$ cat src/rtl/icache_direct.sv
// Direct-mapped instruction cache, one 32-bit word per set.
// Hits are answered combinationally from IDLE. A miss latches its address and
// sits in FETCH until memory drops iwait; the word is then installed and the
// request is re-evaluated (and hits) from IDLE on the following cycle.
module icache_direct #(
  parameter int NSETS = 16,
  parameter int IDX_W = 4
) (
  input  logic        CLK,
  input  logic        nRST,
  input  logic        imemREN,
  input  logic [31:0] imemaddr,
  input  logic        flush,
  output logic        ihit,
  output logic [31:0] imemload,
  output logic        iREN,
  output logic [31:0] iaddr,
  input  logic        iwait,
  input  logic [31:0] iload
);
  localparam int TAG_W = 32 - IDX_W - 2;

  typedef enum logic {IDLE, FETCH} state_e;

  state_e                        state_q, state_d;
  logic [NSETS-1:0]              valid_q, valid_d;
  logic [NSETS-1:0][TAG_W-1:0]   tag_q;
  logic [NSETS-1:0][31:0]        data_q;
  // Word address of the outstanding miss; byte offset is never needed.
  logic [29:0]                   miss_q, miss_d;

  logic [IDX_W-1:0] req_idx, miss_idx;
  logic [TAG_W-1:0] req_tag, miss_tag;
  logic             hit, fill;
  logic [1:0]       unused_boff;

  assign req_idx     = imemaddr[IDX_W+1:2];
  assign req_tag     = imemaddr[31:IDX_W+2];
  assign miss_idx    = miss_q[IDX_W-1:0];
  assign miss_tag    = miss_q[29:IDX_W];
  assign unused_boff = imemaddr[1:0];

  assign hit  = (state_q == IDLE) && imemREN && valid_q[req_idx] &&
                (tag_q[req_idx] == req_tag);
  // A flush on the completion edge wins: the line is never marked valid.
  assign fill = (state_q == FETCH) && !iwait && !flush;

  // State, valid bits and miss address; reset abandons any fill in flight.
  always_ff @(posedge CLK or negedge nRST) begin
    if (!nRST) begin
      state_q <= IDLE;
      valid_q <= '0;
      miss_q  <= '0;
    end else begin
      state_q <= state_d;
      valid_q <= valid_d;
      miss_q  <= miss_d;
    end
  end

  // Next state: flush overrides everything, otherwise miss -> FETCH -> fill.
  always_comb begin
    state_d = state_q;
    valid_d = valid_q;
    miss_d  = miss_q;
    if (flush) begin
      state_d = IDLE;
      valid_d = '0;
    end else begin
      unique case (state_q)
        IDLE: begin
          if (imemREN && !hit) begin
            state_d = FETCH;
            miss_d  = imemaddr[31:2];
          end
        end
        FETCH: begin
          if (!iwait) begin
            state_d           = IDLE;
            valid_d[miss_idx] = 1'b1;
          end
        end
        default: state_d = IDLE;
      endcase
    end
  end

  // Outputs: hit data only from IDLE, memory request only from FETCH.
  always_comb begin
    ihit     = hit && !flush;
    imemload = ihit ? data_q[req_idx] : 32'h0;
    iREN     = (state_q == FETCH);
    iaddr    = (state_q == FETCH) ? {miss_q, 2'b00} : 32'h0;
  end

  // Tag/data storage is qualified by the valid bits, so it carries no reset.
  always_ff @(posedge CLK) begin
    if (fill) begin
      tag_q[miss_idx]  <= miss_tag;
      data_q[miss_idx] <= iload;
    end
  end

endmodule

$ cat config.mk
export PLATFORM = sky130hd
export DESIGN_NAME = icache_direct
export DESIGN_NICKNAME = d
export VERILOG_FILES = /design/src/rtl/icache_direct.sv
export SDC_FILE = /design/constraint.sdc
export NUM_CORES = 1
export LEC_CHECK = 0
export ABC_AREA = 1
export BUFFER_PORTS_ARGS = -buffer_cell sky130_fd_sc_hd__buf_2
export CORE_AREA = 5 5 323 325
export DETAILED_ROUTE_END_ITERATION = 16
export DIE_AREA = 0 0 328 330
export PLACE_DENSITY_LB_ADDON = 0.1
export SKIP_CTS_REPAIR_TIMING = 1
export SLEW_MARGIN = 25
export SYNTH_ARGS = -nofsm -noshare
export SYNTH_HDL_FRONTEND = slang
export SYNTH_SLANG_ARGS = --single-unit
$ cat constraint.sdc
create_clock -name CLK -period 4.5 [get_ports CLK]
set_clock_uncertainty 0.05 [all_clocks]
set_input_delay 0.45 -clock CLK [delete_from_list [all_inputs] [get_ports CLK]]
set_output_delay 0.45 -clock CLK [all_outputs]
set_load 0.005 [all_outputs]
==> results of run 1 <==
-- through the flow --
| step | area, µm² | power, mW | hold WS [ns] | cells | setup slack (ns) |
|---|---|---|---|---|---|
| after floorplan | 40100 | 11.2 | 0.104 | 3358 | 0.456 |
| after CTS | 46000 | 20.3 | -0.133 | 4912 | 0.530 |
| after global placement | 42600 | 11.8 | 0.421 | 4720 | 0.537 |
| final | 46000 | 20.1 | 0.0104 | 4917 | 0.641 |
| after detailed placement | 42600 | 11.8 | 0.434 | 4720 | 0.518 |
| after global routing | 46000 | 20.8 | 0.00250 | 4914 | 0.349 |
-- final cells by class --
type	instances	area share
inverter	202	0.0171
clock buffer	133	0.0607
clock inverter	59	0.0133
tap	1368	0.0372
antenna	3	0.000163
multi-input combinational	1966	0.202
sequential	975	0.631
timing repair buffer	211	0.0386
-- worst paths after layout --
path,start,to,slack (ns),cells past startpoint
min in group asynchronous,nRST,valid_q[0],0.41,3
setup reg to reg,iREN,tag_q[350],1.22,5
setup / recovery,imemaddr[2],imemload[12],0.64,18
hold reg to reg,valid_q[14],valid_q[14],0.45,2
hold / removal,imemaddr[28],miss_q[26],0.01,3
max in group asynchronous,nRST,miss_q[15],3.47,3
-- logic make-up (layout without fill, tap and decap cells) --
family	count (synthesis)	after routing	share of synthesized area
other cells	1	5	0.0000936
simple gates	1440	1440	0.147
flops	975	975	0.725
buf+inv	417	605	0.0466
compound gates	524	524	0.0816
-- report_power, final --
part | total (mW) | switching, mW | internal (mW) | leakage, nW
combinational | 1.19 | 0.854 | 0.336 | 6.40
sequential | 10.4 | 0.234 | 10.2 | 8.99
clock | 8.51 | 3.50 | 5.01 | 1.68
-- layout by cell type, fill, tap and decap left out, types with 3 or more instances in the layout --
master / count
a21oi_1: 238
a221oi_1: 115
a31oi_1: 9
buf_12: 39
buf_2: 127
buf_4: 39
buf_6: 3
bufinv_16: 11
clkbuf_1: 22
clkbuf_16: 105
clkbuf_8: 6
clkinv_1: 22
clkinv_2: 23
dfrtp_1: 47
diode_2: 3
edfxtp_1: 928
inv_1: 196
nand2_1: 915
nand3_1: 284
nand3b_1: 3
nor2_1: 181
nor2_2: 30
nor2_4: 16
o211ai_1: 40
o21ai_0: 59
o21ai_1: 17
o22ai_1: 12
o31ai_1: 32
or2_2: 3
-- registers in the layout, summed over array words and instances (netlist names) --
name and count:
data_q 512, tag_q 416, iREN 1, miss_q 30, valid_q 16
-- metal layers --
layer  part of all wire  GRT usage  vias to the layer above
met2               0.49      0.356                      703
met1               0.44      0.282                    13100
met5            0.00024          0                        -
met4              0.020     0.0471                        4
met3              0.052     0.0286                      161
li1                   -          -                    12100
-- critical path, cell delays in order --
cell and delay (ns):
buf_8 0.33, buf_4 0.53, nor2_1 0.10, nor2_1 0.10, o21ai_0 0.09, nand3_1 0.08, nand3_1 0.16, nand3_1 0.19
nand2_1 0.11, nor2_1 0.11, nand2_1 0.07, nor2_1 0.16, nand2_1 0.09, nor2_2 0.09, nand2_2 0.10, buf_12 0.24
nor2_2 0.17, buf_2 0.14
==> flow_metrics.tcl, run 1 <==
set metrics [dict create \
    io_buffers 130 \
    remaining_drc_errors 0 \
    num_vias 26100 \
    routedWlPerCell_um 23.0 \
    arrival_ns 3.36 \
    cts_buffers 104 \
    synth_ff_type "edfxtp_1" \
    hold_class "in2reg" \
    post-route-util 0.455 \
    htree_levels 3 \
    cts.clk_slew.worst_paths_ns 0.06 \
    synth.top_cell.area_share 0.696 \
    synthArstFlopShare 0.0482 \
    maxSlewViolCount 0 \
    worst_slew_pin_slew_ns 0.985 \
    cts_tree "done" \
    grt_pass1_wl_um 168000 \
    die_height_um 330 \
    core_area_um2 101000 \
    syn_inst 3357 \
    rsz0062_at_grt "false" \
    endpoint_kind "primary output" \
    setup_violations 0 \
    start_util 0.396 \
    fmax_mhz 259 \
    grt_overflow 0 \
    multi_input_area_um2 9270 \
    hold_violations 0 \
    synth_area_um2 40100 \
    num_io_pins 135 \
    area_growth_pct 14.8 \
    ys_seq_elements 975 \
    die-area_um2 108000 \
    fillers 9146 \
    nets 3529 \
    synth_most_common_cell "edfxtp_1" \
    dpl.hpwl_um 59400 \
    power_density_nw_per_um2 437 \
    cp_max_fo 48 \
    ys_top_cells_by_area "edfxtp_1 70%, nand2_1 8.6%, nand3_1 3.5%" \
    synth_edf_count 928 \
    ir_worst_vdd_mv 0.340 \
    drtIter0Drc 2166 \
    grt_use_total 0.207 \
    synth_cell_types 33 \
    leakage_nw 17.1 \
    post-route-period-util 0.858 \
    syn_area_per_cell_um2 11.9 \
    drive_gt1_frac 0.117 \
    antenna_found_initial 5 \
    worst_ep_required_time_ns 4.00 \
    start_kind "input port" \
    seqCellArea_um2 29000 \
    dr.pass1.iters 5 \
    yosysSeqAreaShare 0.725 \
    yosys.area.top_type "edfxtp_1" \
    grt_pass1_vias 25800 \
    grt_max_degree 121 \
    rows 117 \
    ant_nets 0 \
    cts_sinks 975 \
    criticalPathCategory "in2out" \
    fin_crit_ns 3.86 \
    vias_per_cell 5.31 \
    yosys_warnings 0 \
    max_cap_violations 0 \
    die_w_um 328 \
    synthTopCellsByCount "928 x edfxtp_1, 915 x nand2_1, 284 x nand3_1" \
    cts_buffer_depth 3 \
    clockRootBuffer "clkbuf_16" \
    maxSlewHeadroom 0.342 \
    finalWirelength_um 113000 \
    setup_tns_ns 0 \
    gp_congestion 0.784 \
    clock_latency_ns 0.68 \
    status "finished, final reports clean" \
]
Note: power is estimated with default switching activity, not from simulation.
==> run 2, diff against run 1 <==
Clock period 4.5 ns to 4.95 ns, I/O delays scaled along.
==> run 2 against run 1 <==
  * Critical path depth is 2 higher
  * Worst hold slack better by 0.035 ns
  * Combinational power is 9% lower
  * Largest cell class unchanged
  * Global-route usage is 0.30 points higher
  * Power is 9.0% lower
  * Non-clock buffer count is 10 lower
  * Clock power is 8.8% lower
  * Final cell count is 0.12% lower
  * Die area stayed put
==> flow_metrics.tcl, run 2 (synthesis gave the netlist of run 1 again) <==
set metrics [dict create \
    met3_usage 0.0340 \
    hold_class "in2reg" \
    antenna_found_initial 8 \
    r2r_end "data_q[247]" \
    finalWirelength_um 115000 \
    ant_nets 0 \
    grt_max_degree 110 \
    worst_ep_required_time_ns 4.41 \
    cp_max_fo 68 \
    r2r_start "iREN" \
    worstPathCellList "buf_8 -> clkinv_8 -> buf_4 -> nand2_1 -> nand2_1 -> nand2_1 -> nand3_1 -> nand3_1 -> nand2_1 -> nand2_1 -> o21ai_0 -> nor2_1 -> nand2_1 -> nor2_1 -> nand2_1 -> nor2_2 -> nand2_2 -> buf_12 -> nor2_2 -> buf_2" \
    dpl.hpwl_um 58900 \
    fillers 9134 \
    multi_input_area_um2 9270 \
    final_common_cell "edfxtp_1" \
    rsz0062_at_grt "false" \
    htree_levels 3 \
    setup_violations 0 \
    largest_reg_flops 512 \
    grt_use_met1 0.281 \
    die_w_um 328 \
    grt_use_total 0.210 \
    layout_common_cells "928 x edfxtp_1, 915 x nand2_1, 284 x nand3_1" \
    fmax_mhz 244 \
    cp_top_family "simple AND/OR/NAND/NOR gates" \
    hold_violations 0 \
    clock_latency_ns 0.68 \
    cts_sinks 975 \
    path_buf_inv 5 \
    criticalPathCategory "in2out" \
    rrSetupSlack_ns 2.10 \
    arrival_ns 3.56 \
    regMostFlops "data_q" \
    seqCellArea_um2 29000 \
    maxSlewHeadroom 0.298 \
    endpoint_kind "primary output" \
    busiest_layer "met2" \
    area_growth_pct 14.1 \
    drtIter0Drc 1941 \
    io_buffers 130 \
    hold_ws_ns 0.0453 \
    dr.pass1.iters 5 \
    core_area_um2 101000 \
    die-area_um2 108000 \
    num_vias 26100 \
    grt_pass1_wl_um 169000 \
    slowest_stage "buf_8" \
    reg2regPathDepth 5 \
    remaining_drc_errors 0 \
    leakage_nw 16.9 \
    post-route-util 0.452 \
    gp_congestion 0.795 \
    grt_pass1_vias 25700 \
    drive_gt1_frac 0.114 \
    top_regs "data_q: 512 flops, tag_q: 416 flops, miss_q: 30 flops" \
    routedWlPerCell_um 23.5 \
    gr-usage-met2 0.353 \
    die_height_um 330 \
    p_total_mw 18.3 \
    cts.clk_slew.worst_paths_ns 0.06 \
    ir_worst_vdd_mv 0.294 \
    start_kind "input port" \
    rows 117 \
    critPathCapture "imemload[24]" \
    max_cap_violations 0 \
    start_util 0.396 \
    slowest_delay_ns 0.38 \
    nets 3521 \
    maxSlewViolCount 0 \
    grt_overflow 0 \
    post-route-period-util 0.829 \
    fin_crit_ns 4.10 \
    setup.worst_path.start "imemaddr[2]" \
    power_density_nw_per_um2 401 \
    num_io_pins 135 \
    setup_tns_ns 0 \
    worst_slew_pin_slew_ns 1.05 \
    vias_per_cell 5.32 \
    cts_tree "done" \
    clockRootBuffer "clkbuf_16" \
    path_depth 20 \
    status "finished, final reports clean" \
    cts_buffers 106 \
    cts_buffer_depth 3 \
    crit_path_frequent_cell "nand2_1" \
]
-- run 2: changes by cell type in the layout (fill, tap and decap cells not counted), sizes merged --
| cell | previous run | this run |
|---|---|---|
| inv | 202 | 205 |
| diode | 3 | 4 |
| clkinvlp | 0 | 2 |
| dlygate4sd3 | 2 | 1 |
| buf | 209 | 200 |
| clkinv | 48 | 46 |
-- run 2: area by class of cell --
cell class,instances,share of cell area
timing repair buffer,201,0.0323
multi-input combinational,1966,0.203
sequential,975,0.635
antenna,4,0.000219
clock inverter,62,0.0131
inverter,202,0.0172
tap,1368,0.0374
clock buffer,133,0.0614
-- run 2: tightest hold or removal path, stage by stage --
cell,delay (ns)
buf_2,0.12
nand3_1,0.07
nand2_1,0.06
-- run 2: how the worst min path moves through the flow --
stage / start / to / depth (start not counted) / slack, ns
2_1_floorplan: nRST / iREN / 0 / 0.15
3_3_place_gp: valid_q[12] / valid_q[12] / 2 / 0.42
3_5_place_dp: valid_q[8] / valid_q[8] / 2 / 0.43
4_1_cts: nRST / miss_q[1] / 2 / -0.1
5_1_grt: imemaddr[14] / miss_q[12] / 3 / 0.04
6_report: imemaddr[14] / miss_q[12] / 3 / 0.05
-- run 2: metal layers --
metal | wire length, µm | share of wire
met5 | 7 | 0.000061
met4 | 3590 | 0.031
met3 | 6430 | 0.056
met2 | 55600 | 0.48
met1 | 49900 | 0.43
-- run 2: where the power goes --
| part | switching, mW | leakage (nW) | internal, mW |
|---|---|---|---|
| logic | 0.784 | 6.29 | 0.298 |
| clock network | 3.19 | 1.67 | 4.57 |
| registers | 0.209 | 8.99 | 9.25 |
| total | 4.19 | 16.9 | 14.1 |
-- run 2: stage by stage --
stage	setup slack [ns]	instances	area, µm²
after global routing	0.597	4907	45700
after detailed placement	0.883	4711	42300
after floorplan	0.861	3358	40100
after CTS	0.879	4906	45700
after global placement	0.860	4711	42300
final	0.847	4911	45700
==> run 3, diff against run 2 <==
Settings changed: ABC_AREA 1 to 0, CORE_AREA 5 5 323 325 to 5 5 315 317, DIE_AREA 0 0 328 330 to 0 0 320 322.
Clock period 4.95 ns to 4.1 ns, I/O delays scaled along.
==> run 3 against run 2 <==
  * The flow now finishes with violations (setup timing)
  * Final cell count shrank 32%
  * Die area decreased by 4.8%
  * Power up 19%
  * Global-route usage fell by 2.9 points
  * Clock-buffer cell count fell by 3
  * Highest routed layer unchanged
==> flow_metrics.tcl, run 3 <==
set metrics [dict create \
    status "complete, but fails checks" \
    violations "setup timing" \
    dr.pass1.iters 5 \
    ir_worst_vdd_mv 0.295 \
    clockRootBuffer "clkbuf_16" \
    die_w_um 320 \
    top_regs "data_q: 512 flops, tag_q: 416 flops, miss_q: 30 flops" \
    setup_violations 33 \
    ys_top_cells_by_area "edfxtp_1 73%, mux4_2 16%, dfrtp_1 3.1%" \
    num_io_pins 135 \
    cp_max_fo 18 \
    die-area_um2 103000 \
    grt_use_total 0.181 \
    rsz0062_at_grt "true" \
    max_cap_violations 0 \
    hold_class "in2reg" \
    largest_reg_flops 512 \
    synth_ff_type "edfxtp_1" \
    ant_nets 0 \
    yosys.area.top_type "edfxtp_1" \
    final_common_cell "edfxtp_1" \
    start_util 0.396 \
    worst_slew_pin_slew_ns 0.864 \
    fillers 7952 \
    ys_seq_elements 975 \
    final_cell_area_um2 44800 \
    rrSetupSlack_ns 0.59 \
    grt_pass1_wl_um 136000 \
    maxSlewHeadroom 0.424 \
    synth_cell_types 56 \
    finalWirelength_um 93500 \
    start_kind "flip-flop" \
    routedWlPerCell_um 28.2 \
    yosys_warnings 0 \
    area_growth_pct 18.0 \
    fmax_mhz 231 \
    synth_most_common_cell "edfxtp_1" \
    yosysSeqAreaShare 0.765 \
    layout_common_cells "928 x edfxtp_1, 262 x mux4_2, 125 x buf_2" \
    cts_buffer_depth 3 \
    drtIter0Drc 1280 \
    setup_tns_ns -6.35 \
    cts_buffers 102 \
    htree_levels 3 \
    grt_max_degree 49 \
    drive_gt1_frac 0.366 \
    regMostFlops "data_q" \
    io_buffers 130 \
    dpl.hpwl_um 52800 \
    die_height_um 322 \
    synthArstFlopShare 0.0482 \
    synth.top_cell.area_share 0.734 \
    post-route-period-util 1.06 \
    grt_pass1_vias 19300 \
    hold_violations 0 \
    setup_ws_ns -0.227 \
    p_total_mw 21.7 \
    num_vias 17800 \
    cts_sinks 975 \
    finalNonFillerCells 3321 \
    criticalPathCategory "reg2out" \
    core_area_um2 96000 \
    antenna_found_initial 7 \
    cts_tree "done" \
    arrival_ns 3.87 \
    vias_per_cell 5.37 \
    synth_edf_count 928 \
    rows 114 \
    remaining_drc_errors 0 \
    endpoint_kind "primary output" \
    nets 2028 \
    maxSlewViolCount 0 \
    clock_latency_ns 0.66 \
    gp_congestion 0.769 \
    power_density_nw_per_um2 485 \
    dp_cells 3113 \
    cts.clk_slew.worst_paths_ns 0.06 \
    synth_area_um2 38000 \
    syn_inst 1661 \
    fin_crit_ns 4.33 \
    placed_cell_area_um2 41300 \
    syn_area_per_cell_um2 22.9 \
    grt_overflow 0 \
    worst_ep_required_time_ns 3.64 \
    leakage_nw 14.8 \
    synthTopCellsByCount "928 x edfxtp_1, 262 x mux4_2, 49 x mux2i_1" \
]
==> run 3: through the flow <==
step,utilization,worst slack [ns],hold WS (ns)
6_report,0.467,-0.227,0.0278
5_1_grt,0.467,-0.407,0.000949
3_5_place_dp,0.430,-0.261,0.248
3_3_place_gp,0.430,-0.249,0.236
2_1_floorplan,-,0.149,0.0644
4_1_cts,0.465,-0.491,-0.483
==> run 3: report_power, final <==
group	internal [mW]	switching [mW]	leakage, nW
logic	0.544	0.582	4.28
clock network	5.31	3.80	1.62
registers	11.2	0.288	8.94
==> run 3: cell type report <==
class | instances | area, µm² | share of cell area
Tap cell | 1276 | 1600 | 0.0356
Timing Repair Buffer | 283 | 2220 | 0.0494
Antenna cell | 2 | 5.00 | 0.000112
Inverter | 8 | 32.5 | 0.000726
Multi-Input combinational cell | 589 | 8630 | 0.192
Clock buffer | 130 | 2710 | 0.0604
Sequential cell | 975 | 29000 | 0.648
Clock inverter | 58 | 599 | 0.0134
==> run 3: path summary, 6_finish.rpt <==
check                              from          end  cells after the start
setup / recovery             tag_q[393]  imemload[0]                     10
hold / removal             imemaddr[20]   miss_q[18]                      2
setup reg to reg             tag_q[393]    miss_q[7]                     10
hold reg to reg             valid_q[12]  valid_q[12]                      1
max in group asynchronous          nRST   miss_q[14]                      3
min in group asynchronous          nRST    miss_q[4]                      2
==> run 3: routing by layer <==
layer	up-vias	track usage	wire (µm)
met5	-	0	23
met4	4	0.0466	1880
met3	121	0.0296	3730
met2	363	0.321	49000
met1	9762	0.233	38900
li1	7591	-	-
==> run 3: cell families (layout without fill, tap and decap cells) <==
group | after synthesis | after routing | synth area share
buffers and inverters | 98 | 479 | 0.0128
muxes | 354 | 354 | 0.181
other | 1 | 4 | 0.0000987
AOI/OAI and AO/OA | 57 | 57 | 0.0115
DFF | 975 | 975 | 0.765
xor gates and xnor gates | 39 | 39 | 0.00899
and+or+nand+nor | 137 | 137 | 0.0208
==> run 3: worst max-delay path, stage by stage, from the launching register on <==
cell      delay, ns
edfxtp_1       0.36
mux4_2         0.50
a221oi_2       0.29
nand2_1        0.07
a32o_1         0.24
nand4b_1       0.17
or4_4          0.54
or4_4          0.56
buf_12         0.21
nor2b_1        0.12
buf_2          0.12
